File: src/rtl/mc6809e_bus_responder.sv
// rtl/mc6809e_bus_responder.sv - 6809E E/Q clock generator and windowed bus target with REQ/ACK backend
// Optional feature macro: MC6809E_BUS_STRETCH_EN (hold E high while the backend is busy).
module mc6809e_bus_responder #(
    parameter int unsigned DIV         = 3,
    parameter logic [15:0] ADDR_BASE   = 16'h0000,
    parameter logic [15:0] ADDR_MASK   = 16'hE000,
    parameter int unsigned STRETCH_MAX = 16
) (
    input  logic        CLK,
    input  logic        nRESET,
    output logic        E,
    output logic        Q,
    input  logic [15:0] A,
    input  logic        RnW,
    input  logic [7:0]  DIn,
    output logic [7:0]  DOut,
    output logic        DOE,
    output logic        SEL,
    output logic        REQ,
    output logic        REQ_WE,
    output logic [15:0] REQ_ADDR,
    output logic [7:0]  REQ_WDATA,
    input  logic        ACK,
    input  logic [7:0]  RDATA,
    output logic        TIMEOUT
);

`ifdef MC6809E_BUS_STRETCH_EN
    localparam bit STRETCH_EN = 1'b1;
`else
    localparam bit STRETCH_EN = 1'b0;
`endif

    localparam int unsigned QW = (DIV > 1) ? $clog2(DIV) : 1;
    localparam int unsigned SW = $clog2(STRETCH_MAX + 2);

    typedef enum logic [1:0] {
        P0 = 2'd0,
        P1 = 2'd1,
        P2 = 2'd2,
        P3 = 2'd3
    } phase_e;

    phase_e          phase_q, phase_d;
    logic [QW-1:0]   qcnt_q, qcnt_d;
    logic [SW-1:0]   stretch_q, stretch_d;
    logic            e_q, e_d;
    logic            q_q, q_d;
    logic            sel_q, sel_d;
    logic            req_q, req_d;
    logic            req_we_q, req_we_d;
    logic [15:0]     req_addr_q, req_addr_d;
    logic [7:0]      req_wdata_q, req_wdata_d;
    logic [7:0]      dout_q, dout_d;
    logic            doe_q, doe_d;
    logic            timeout_q, timeout_d;

    logic            last_clk;
    logic            hit;
    logic            ack_acc;
    logic            pending;
    logic [SW-1:0]   stretch_nxt;
    logic            smax;

    assign last_clk    = (qcnt_q == QW'(DIV - 1));
    assign hit         = ((A & ADDR_MASK) == (ADDR_BASE & ADDR_MASK));
    assign ack_acc     = req_q && ACK;
    // A write acked this CLK is finished; an acked read still needs one CLK to present DOut.
    assign pending     = req_q && !(ACK && req_we_q);
    assign stretch_nxt = stretch_q + SW'(1);
    assign smax        = (stretch_nxt >= SW'(STRETCH_MAX));

    always_comb begin
        phase_d     = phase_q;
        qcnt_d      = qcnt_q;
        stretch_d   = stretch_q;
        sel_d       = sel_q;
        req_d       = req_q;
        req_we_d    = req_we_q;
        req_addr_d  = req_addr_q;
        req_wdata_d = req_wdata_q;
        dout_d      = dout_q;
        doe_d       = doe_q;
        timeout_d   = 1'b0;

        if (ack_acc) begin
            req_d = 1'b0;
            if (!req_we_q) begin
                dout_d = RDATA;
                doe_d  = 1'b1;
            end
        end

        if (!last_clk) begin
            qcnt_d = qcnt_q + QW'(1);
        end else begin
            case (phase_q)
                P0: begin
                    phase_d = P1;
                    qcnt_d  = '0;
                end
                P1: begin
                    phase_d    = P2;
                    qcnt_d     = '0;
                    req_addr_d = A;
                    req_we_d   = ~RnW;
                    sel_d      = hit;
                    req_d      = hit && RnW;
                    // Preload the idle-bus value so an unanswered read returns FF.
                    if (hit && RnW) begin
                        dout_d = 8'hFF;
                    end
                end
                P2: begin
                    phase_d = P3;
                    qcnt_d  = '0;
                    if (sel_q && req_we_q) begin
                        req_wdata_d = DIn;
                        req_d       = 1'b1;
                    end
                end
                P3: begin
                    if (!pending) begin
                        phase_d   = P0;
                        qcnt_d    = '0;
                        stretch_d = '0;
                        sel_d     = 1'b0;
                        doe_d     = 1'b0;
                        req_d     = 1'b0;
                    end else if (STRETCH_EN) begin
                        // Hold E high; qcnt stays at its last value so every stretched CLK is a decision point.
                        stretch_d = stretch_nxt;
                        if (smax && !ack_acc) begin
                            req_d     = 1'b0;
                            timeout_d = 1'b1;
                            if (!req_we_q) begin
                                dout_d = 8'hFF;
                                doe_d  = 1'b1;
                            end
                        end
                    end else begin
                        phase_d   = P0;
                        qcnt_d    = '0;
                        stretch_d = '0;
                        sel_d     = 1'b0;
                        doe_d     = 1'b0;
                        req_d     = 1'b0;
                        timeout_d = 1'b1;
                        if (!req_we_q) begin
                            dout_d = 8'hFF;
                        end
                    end
                end
                default: begin
                    phase_d = P0;
                    qcnt_d  = '0;
                end
            endcase
        end

        e_d = (phase_d == P2) || (phase_d == P3);
        q_d = (phase_d == P1) || (phase_d == P2);
    end

    always_ff @(posedge CLK or negedge nRESET) begin
        if (!nRESET) begin
            phase_q     <= P0;
            qcnt_q      <= '0;
            stretch_q   <= '0;
            e_q         <= 1'b0;
            q_q         <= 1'b0;
            sel_q       <= 1'b0;
            req_q       <= 1'b0;
            req_we_q    <= 1'b0;
            req_addr_q  <= 16'h0000;
            req_wdata_q <= 8'h00;
            dout_q      <= 8'hFF;
            doe_q       <= 1'b0;
            timeout_q   <= 1'b0;
        end else begin
            phase_q     <= phase_d;
            qcnt_q      <= qcnt_d;
            stretch_q   <= stretch_d;
            e_q         <= e_d;
            q_q         <= q_d;
            sel_q       <= sel_d;
            req_q       <= req_d;
            req_we_q    <= req_we_d;
            req_addr_q  <= req_addr_d;
            req_wdata_q <= req_wdata_d;
            dout_q      <= dout_d;
            doe_q       <= doe_d;
            timeout_q   <= timeout_d;
        end
    end

    assign E         = e_q;
    assign Q         = q_q;
    assign SEL       = sel_q;
    assign REQ       = req_q;
    assign REQ_WE    = req_we_q;
    assign REQ_ADDR  = req_addr_q;
    assign REQ_WDATA = req_wdata_q;
    assign DOut      = dout_q;
    assign DOE       = doe_q;
    assign TIMEOUT   = timeout_q;

endmodule
File: config.mk
export PLATFORM = sky130hd
export DESIGN_NAME = mc6809e_bus_responder
export DESIGN_NICKNAME = d
export VERILOG_FILES = /design/src/rtl/mc6809e_bus_responder.sv
export SDC_FILE = /design/constraint.sdc
export NUM_CORES = 1
export LEC_CHECK = 0
export ABC_AREA = 1
export BUFFER_PORTS_ARGS = -buffer_cell sky130_fd_sc_hd__buf_2
export CAP_MARGIN = 25
export CORE_MARGIN = 5
export CORE_UTILIZATION = 46
export CTS_BUF_LIST = sky130_fd_sc_hd__clkbuf_8
export DETAILED_ROUTE_END_ITERATION = 12
export PLACE_DENSITY = 0.76
export SLEW_MARGIN = 25
export SYNTH_ARGS = -nofsm -noshare
export SYNTH_HDL_FRONTEND = slang
export SYNTH_SLANG_ARGS = --single-unit
export TNS_END_PERCENT = 30
File: constraint.sdc
create_clock -name CLK -period 1.6 [get_ports CLK]
set_input_delay 0.08 -clock CLK [delete_from_list [all_inputs] [get_ports CLK]]
set_output_delay 0.08 -clock CLK [all_outputs]
set_load 0.02 [all_outputs]
* Word level (Yosys, flattened, before mapping)
Cells that the tools add are included.
** Storage, ports and cells
- Output and inout bits :: 39
- Flip-flop bits (word level) :: 43
- Word-level logic and storage cells :: 59
** Cells by class
- Reductions and logical operators :: 15
- Add/sub/neg operators :: 1
- Muxes and demuxes :: 23
- Bitwise logic cells :: 1
- Eq/ne operators :: 7
** Operators by type and width (number)
- 8-bit 2-to-1 mux :: 6
- 16-bit logical NOT :: 1
- 8-bit one-hot mux with 2 select lines :: 1
- 2-bit == test, second input constant :: 5
- 1-bit 2-to-1 mux :: 10
- 2-bit one-hot mux with 4 select lines :: 1
- 2-bit 2-to-1 mux :: 3
- 1-bit logical AND :: 5
- 2-bit by 1-bit == test with 1-bit output, second input constant :: 2
- 2-bit AND reduction :: 2
- 4-bit OR reduction :: 1
- 1-bit one-hot mux with 3 select lines :: 1
- 3-bit AND reduction :: 1
- 2-bit by 1-bit adder with 2-bit output, second input constant :: 1
- 2-bit logical NOT :: 1
- 1-bit logical OR :: 2
- 1-bit one-hot mux with 2 select lines :: 1
- 2-bit nonzero test :: 1
- 1-bit logical NOT :: 1
- 1-bit NOT :: 1

* Depth between registers and ports, before layout
- Depth after elaboration :: 6
- Mapped depth :: 9
- Mapped depth without buffers :: 8

* Worst setup path before layout
Ideal clock, no wire load.
- Path kind :: register -> register
- From :: reg qcnt_q[0]
- To :: reg e_q (netlist: E)
- Slack :: 0.062 ns
- Cell stages (with the launch flop) :: 10
- Buffers on the path :: 1
- Setup time :: 0.127 ns
- Period minus slack after synthesis :: 1.538 ns
- Arrival time :: 1.411 ns
- Data required time :: 1.473 ns
- Path through :: dfrtp_1 > inv_1 > nand2_2 > buf_2 > inv_2 > nand2_1 > o21ai_1 > inv_2 > ha_1 > or2_2
** On the way
- Word-level cells in the longest chain between the ends :: 4
** RTL lines
- start: declaration :: line 45 : logic [QW-1:0] qcnt_q, qcnt_d;
- start signal: assignment :: line 182 : qcnt_q <= qcnt_d;
- 2-bit == test * :: line 65 : assign last_clk = (qcnt_q == QW'(DIV - 1));
- 2-bit 2-to-1 mux * :: line 94 : if (!last_clk) begin
- named net phase_d[0] :: line 44 : phase_e phase_q, phase_d;
- 2-bit == test :: line 161 : e_d = (phase_d == P2) || (phase_d == P3);
- 1-bit logical OR * :: line 161
- named net e_d :: line 47 : logic e_q, e_d;
- end signal: assignment :: line 170 : e_q <= 1'b0;
- end signal: assignment :: line 184 : e_q <= e_d;
- end: declaration :: line 47
The timed path passes the listed nets; every way through them passes the cells marked *.
A chain may end at the register's enable or synchronous reset.

* Worst setup path after layout
- From :: reg phase_q[1]
- To :: reg e_q (netlist: E)
** On the way
- Word-level cells in the longest chain between the ends :: 5
** RTL lines
- start: declaration :: line 44
- start signal: assignment :: line 181 : phase_q <= phase_d;
- 2-bit == test, or another cell as far along
- 2-bit one-hot mux with 4 select lines * :: line 97 : case (phase_q)
- 2-bit 2-to-1 mux * :: line 94
- named net phase_d[0] :: line 44
- 2-bit == test :: line 161
- 1-bit logical OR * :: line 161
- named net e_d :: line 47
Marks and branches as above.

==> results.md <==
* Status: finished, final reports clean
* Fillers at between 300 and 400
* Initial Util at 47.59%
* # H-tree levels at 2
* GR Overflow Total at 0
* Total track usage at between 10% and 20%
* Avg WL per Cell at approximately 13 um
* Sw power at 668.9 uW
* Startpoint types: flip-flop
* Critical path class: reg -> reg
* Main synth FF type: dfrtp_1
* Pwr Total at 2434 uW
* Layout area overhead at 40.10%
* Die width at 77.12 um
* R2R depth at 7
* Worst skew pair latency at between 0.2 and 0.3 ns
* Dominant cell type by area after synthesis: dfrtp_1
* Vias in the first global route at slightly below 2000
* Crit-path max FO at 3
* RR Startpoint: phase_q[1]
* Cell repeated most along the worst path: ha_1
* WL final at about 5300 um
* Drt pass-1 iters at 4
* CTS Root Cell: clkbuf_8
* Global-route wire length before repair at 9032 um
* Post-synth EDFFs at 0
* Synth Cell Area at between 0.002 and 0.0025 mm^2
* Sw frac at a little over a quarter
* Longest Clk Path Bufs at 2
* Worst path slowest cell: dfrtp_1
* DR iter-0 viols at 76
* Number of cells on the critical path at 7
* Post-synth cell types at 21
* DRC violations left at 0
* Hold WC Path Type: in -> reg
* Normalized max-slew margin at between 60% and 70%
* Core area at ~0.0044 mm^2
* Most common cell in the netlist: nand2_1
* Final ANT Viol Nets at 0
* Final Critical Period at 1.549 ns
* Post-synth ARST share at 100.0%
* Flops & latches, synth at 43
* Post-synth top cells: nand2_1 (118), dfrtp_1 (35), inv_1 (25)
* TritonCTS clock tree: done
* Worst vdd ir at ~0.66 mV
* Leak at ~0.0016 uW
* Max incr delay on CP at approximately 0.42 ns
* Max Clk Rate at about 650 MHz
* P per Cell Area at ~840 mW/mm^2
* Synth warnings at 0
* Hold wc startpoint: DIn[3]
* Clk sinks at 43
* Hpwl dp at roughly 3700 um
* Max Cap Viol at 0
* Largest net degree at the start of global routing at 25
* Critical path cell sequence: ha_1, nor2_1, nand2_1, o21ai_2, inv_2, ha_1, or2_2
* I/O Buffers at 74
* Clock power frac at about 31%
* WP data required at 1.77 ns
* Syn Nets at ~300
* Internal at around 1800 uW
* WP data arrival at 1.72 ns
* Critical path capture point type: flip-flop
* Reg power frac at approximately half
* Flop-to-flop setup slack at approximately 0.05 ns
* Hold WS at 0.005445 ns
* Antenna fix cells at 0
* CTS Buf Count at 5
* Nets at between 400 and 500
* Fraction of layout cells with a size suffix above 1 at 31.35%
* Worst hold path depth at 3
* Area fraction of the dominant cell type after synthesis at 42.27%
* Reg clk slew, reported paths at ~0.080 ns
* Crit path buf inv count at 1
* Die area at just under 0.006 mm^2
* # IOs at 75
* Gate power share at 18.5%
* Vias at around 2000
* CP top delay family: simple AND/OR/NAND/NOR gates
* Period utilisation layout at a little over nine tenths
* RePlAce Congestion at between 0.7 and 0.8
* Hold EP: REQ_WDATA[3]
* Row cnt at 24
* Max Clock Skew at 0.007246 ns
* End of the worst register-to-register path: E
* Avg Cell Area, Syn at approximately 7.9 um^2
* Post-Syn Instances at ~260
* Pin slew with the least headroom to its limit at 0.5540 ns
* Final Hold Viols at 0
* Initial antenna violation count at 0
* Sequential share of the synthesized area at 52.42%
* Chip height at roughly 77 um
* Setup violators final at 0
* Vias/cell at around 4.7
* Cell Area, Placed at ~0.0025 mm^2
* Slew Limit Fails at 0
* Synth area leaders: dfrtp_1 (42%), nand2_1 (21%), dfstp_2 (10%)
* Finished Cell Area at 0.002903 mm^2
[repair_timing]
action / CTS / global route
hold endpoints to repair: 35 / 0
endpoints found under the setup margin: 1 / 9
setup buffers: 0 / 1
hold buffers: 24 / 0
gates resized for setup: 2 / 5
pin swaps: 0 / 2
[tightest hold or removal path: stages]
cell and delay [ns]:
buf_2 0.08, nand2_1 0.05, nand2_1 0.06
[power groups by stage]
stage	Combinational, uW	Sequential, uW	Clock (uW)
5_1_grt	505	1230	835
3_5_place_dp	406	1240	0
6_report	449	1220	760
3_3_place_gp	398	1240	0
2_1_floorplan	144	1340	0
4_1_cts	452	1220	777
[state kept, by name, indices dropped and copies added, names as in the netlist]
register / count
REQ: 1
REQ_ADDR: 16
REQ_WE: 1
Q: 1
SEL: 1
TIMEOUT: 1
qcnt_q: 2
DOE: 1
DOut: 8
E: 1
phase_q: 2
REQ_WDATA: 8
[cell usage in the layout, fill, tap and decap left out, types with 2 or more instances in the layout]
master,instances
dfstp_2,8
inv_1,24
o21ai_0,20
ha_1,5
dfrtp_1,35
nand3_1,12
nor2_1,4
dlygate4sd3_1,24
buf_4,10
buf_2,74
inv_2,5
o21ai_1,2
nor2_2,2
a21oi_1,2
nand2_1,118
nand4_1,6
clkbuf_8,7
nand2_2,2
[worst max path at each step]
stage / from / to
after floorplan: qcnt_q[0] / E
after global placement: phase_q[1] / E
final: phase_q[1] / E
after detailed placement: phase_q[1] / E
after global routing: phase_q[1] / DOut[7]
after CTS: phase_q[1] / E
[final cells by class]
| class | instances | area (um^2) | share of cell area, % |
|---|---|---|---|
| clock buffer | 7 | 96.34 | 3.319 |
| inverter | 30 | 115.1 | 3.966 |
| clock inverter | 1 | 7.507 | 0.2586 |
| multi-input combinational | 180 | 827.0 | 28.49 |
| timing repair buffer | 109 | 705.7 | 24.31 |
| sequential | 43 | 1086 | 37.41 |
| tap | 52 | 65.06 | 2.241 |
[stage by stage]
stage | TNS (ns) | utilization, % | std cells | worst slack [ns]
final | 0 | 66.67 | 422 | 0.05079
after global routing | -0.07613 | 66.67 | 422 | -0.03190
after CTS | 0 | 66.26 | 421 | 0.01590
after detailed placement | -0.01851 | 58.28 | 389 | -0.01851
after global placement | 0 | 58.28 | 389 | 0.06393
after floorplan | 0 | - | 261 | 0.06218
[routing by layer]
| metal | up-vias | wire length (um) | track usage, % |
|---|---|---|---|
| met5 | - | 0 | 0 |
| met2 | 59 | 2686 | 30.98 |
| met1 | 918 | 2171 | 23.53 |
| li1 | 1017 | - | - |
| met4 | 0 | 85 | 6.357 |
| met3 | 10 | 345 | 4.215 |
[logic make-up (layout without fill, tap and decap cells)]
group	count (synthesis)	in the layout	synth area share (%)
buffers and inverters	38	147	8.212
adder cells (fa/ha/maj)	6	6	3.623
flip-flops	43	43	52.42
AND/OR/NAND/NOR	149	149	29.71
AO/OA/AOI/OAI	25	25	6.039
No activity file was read; power rests on OpenSTA's default activity.
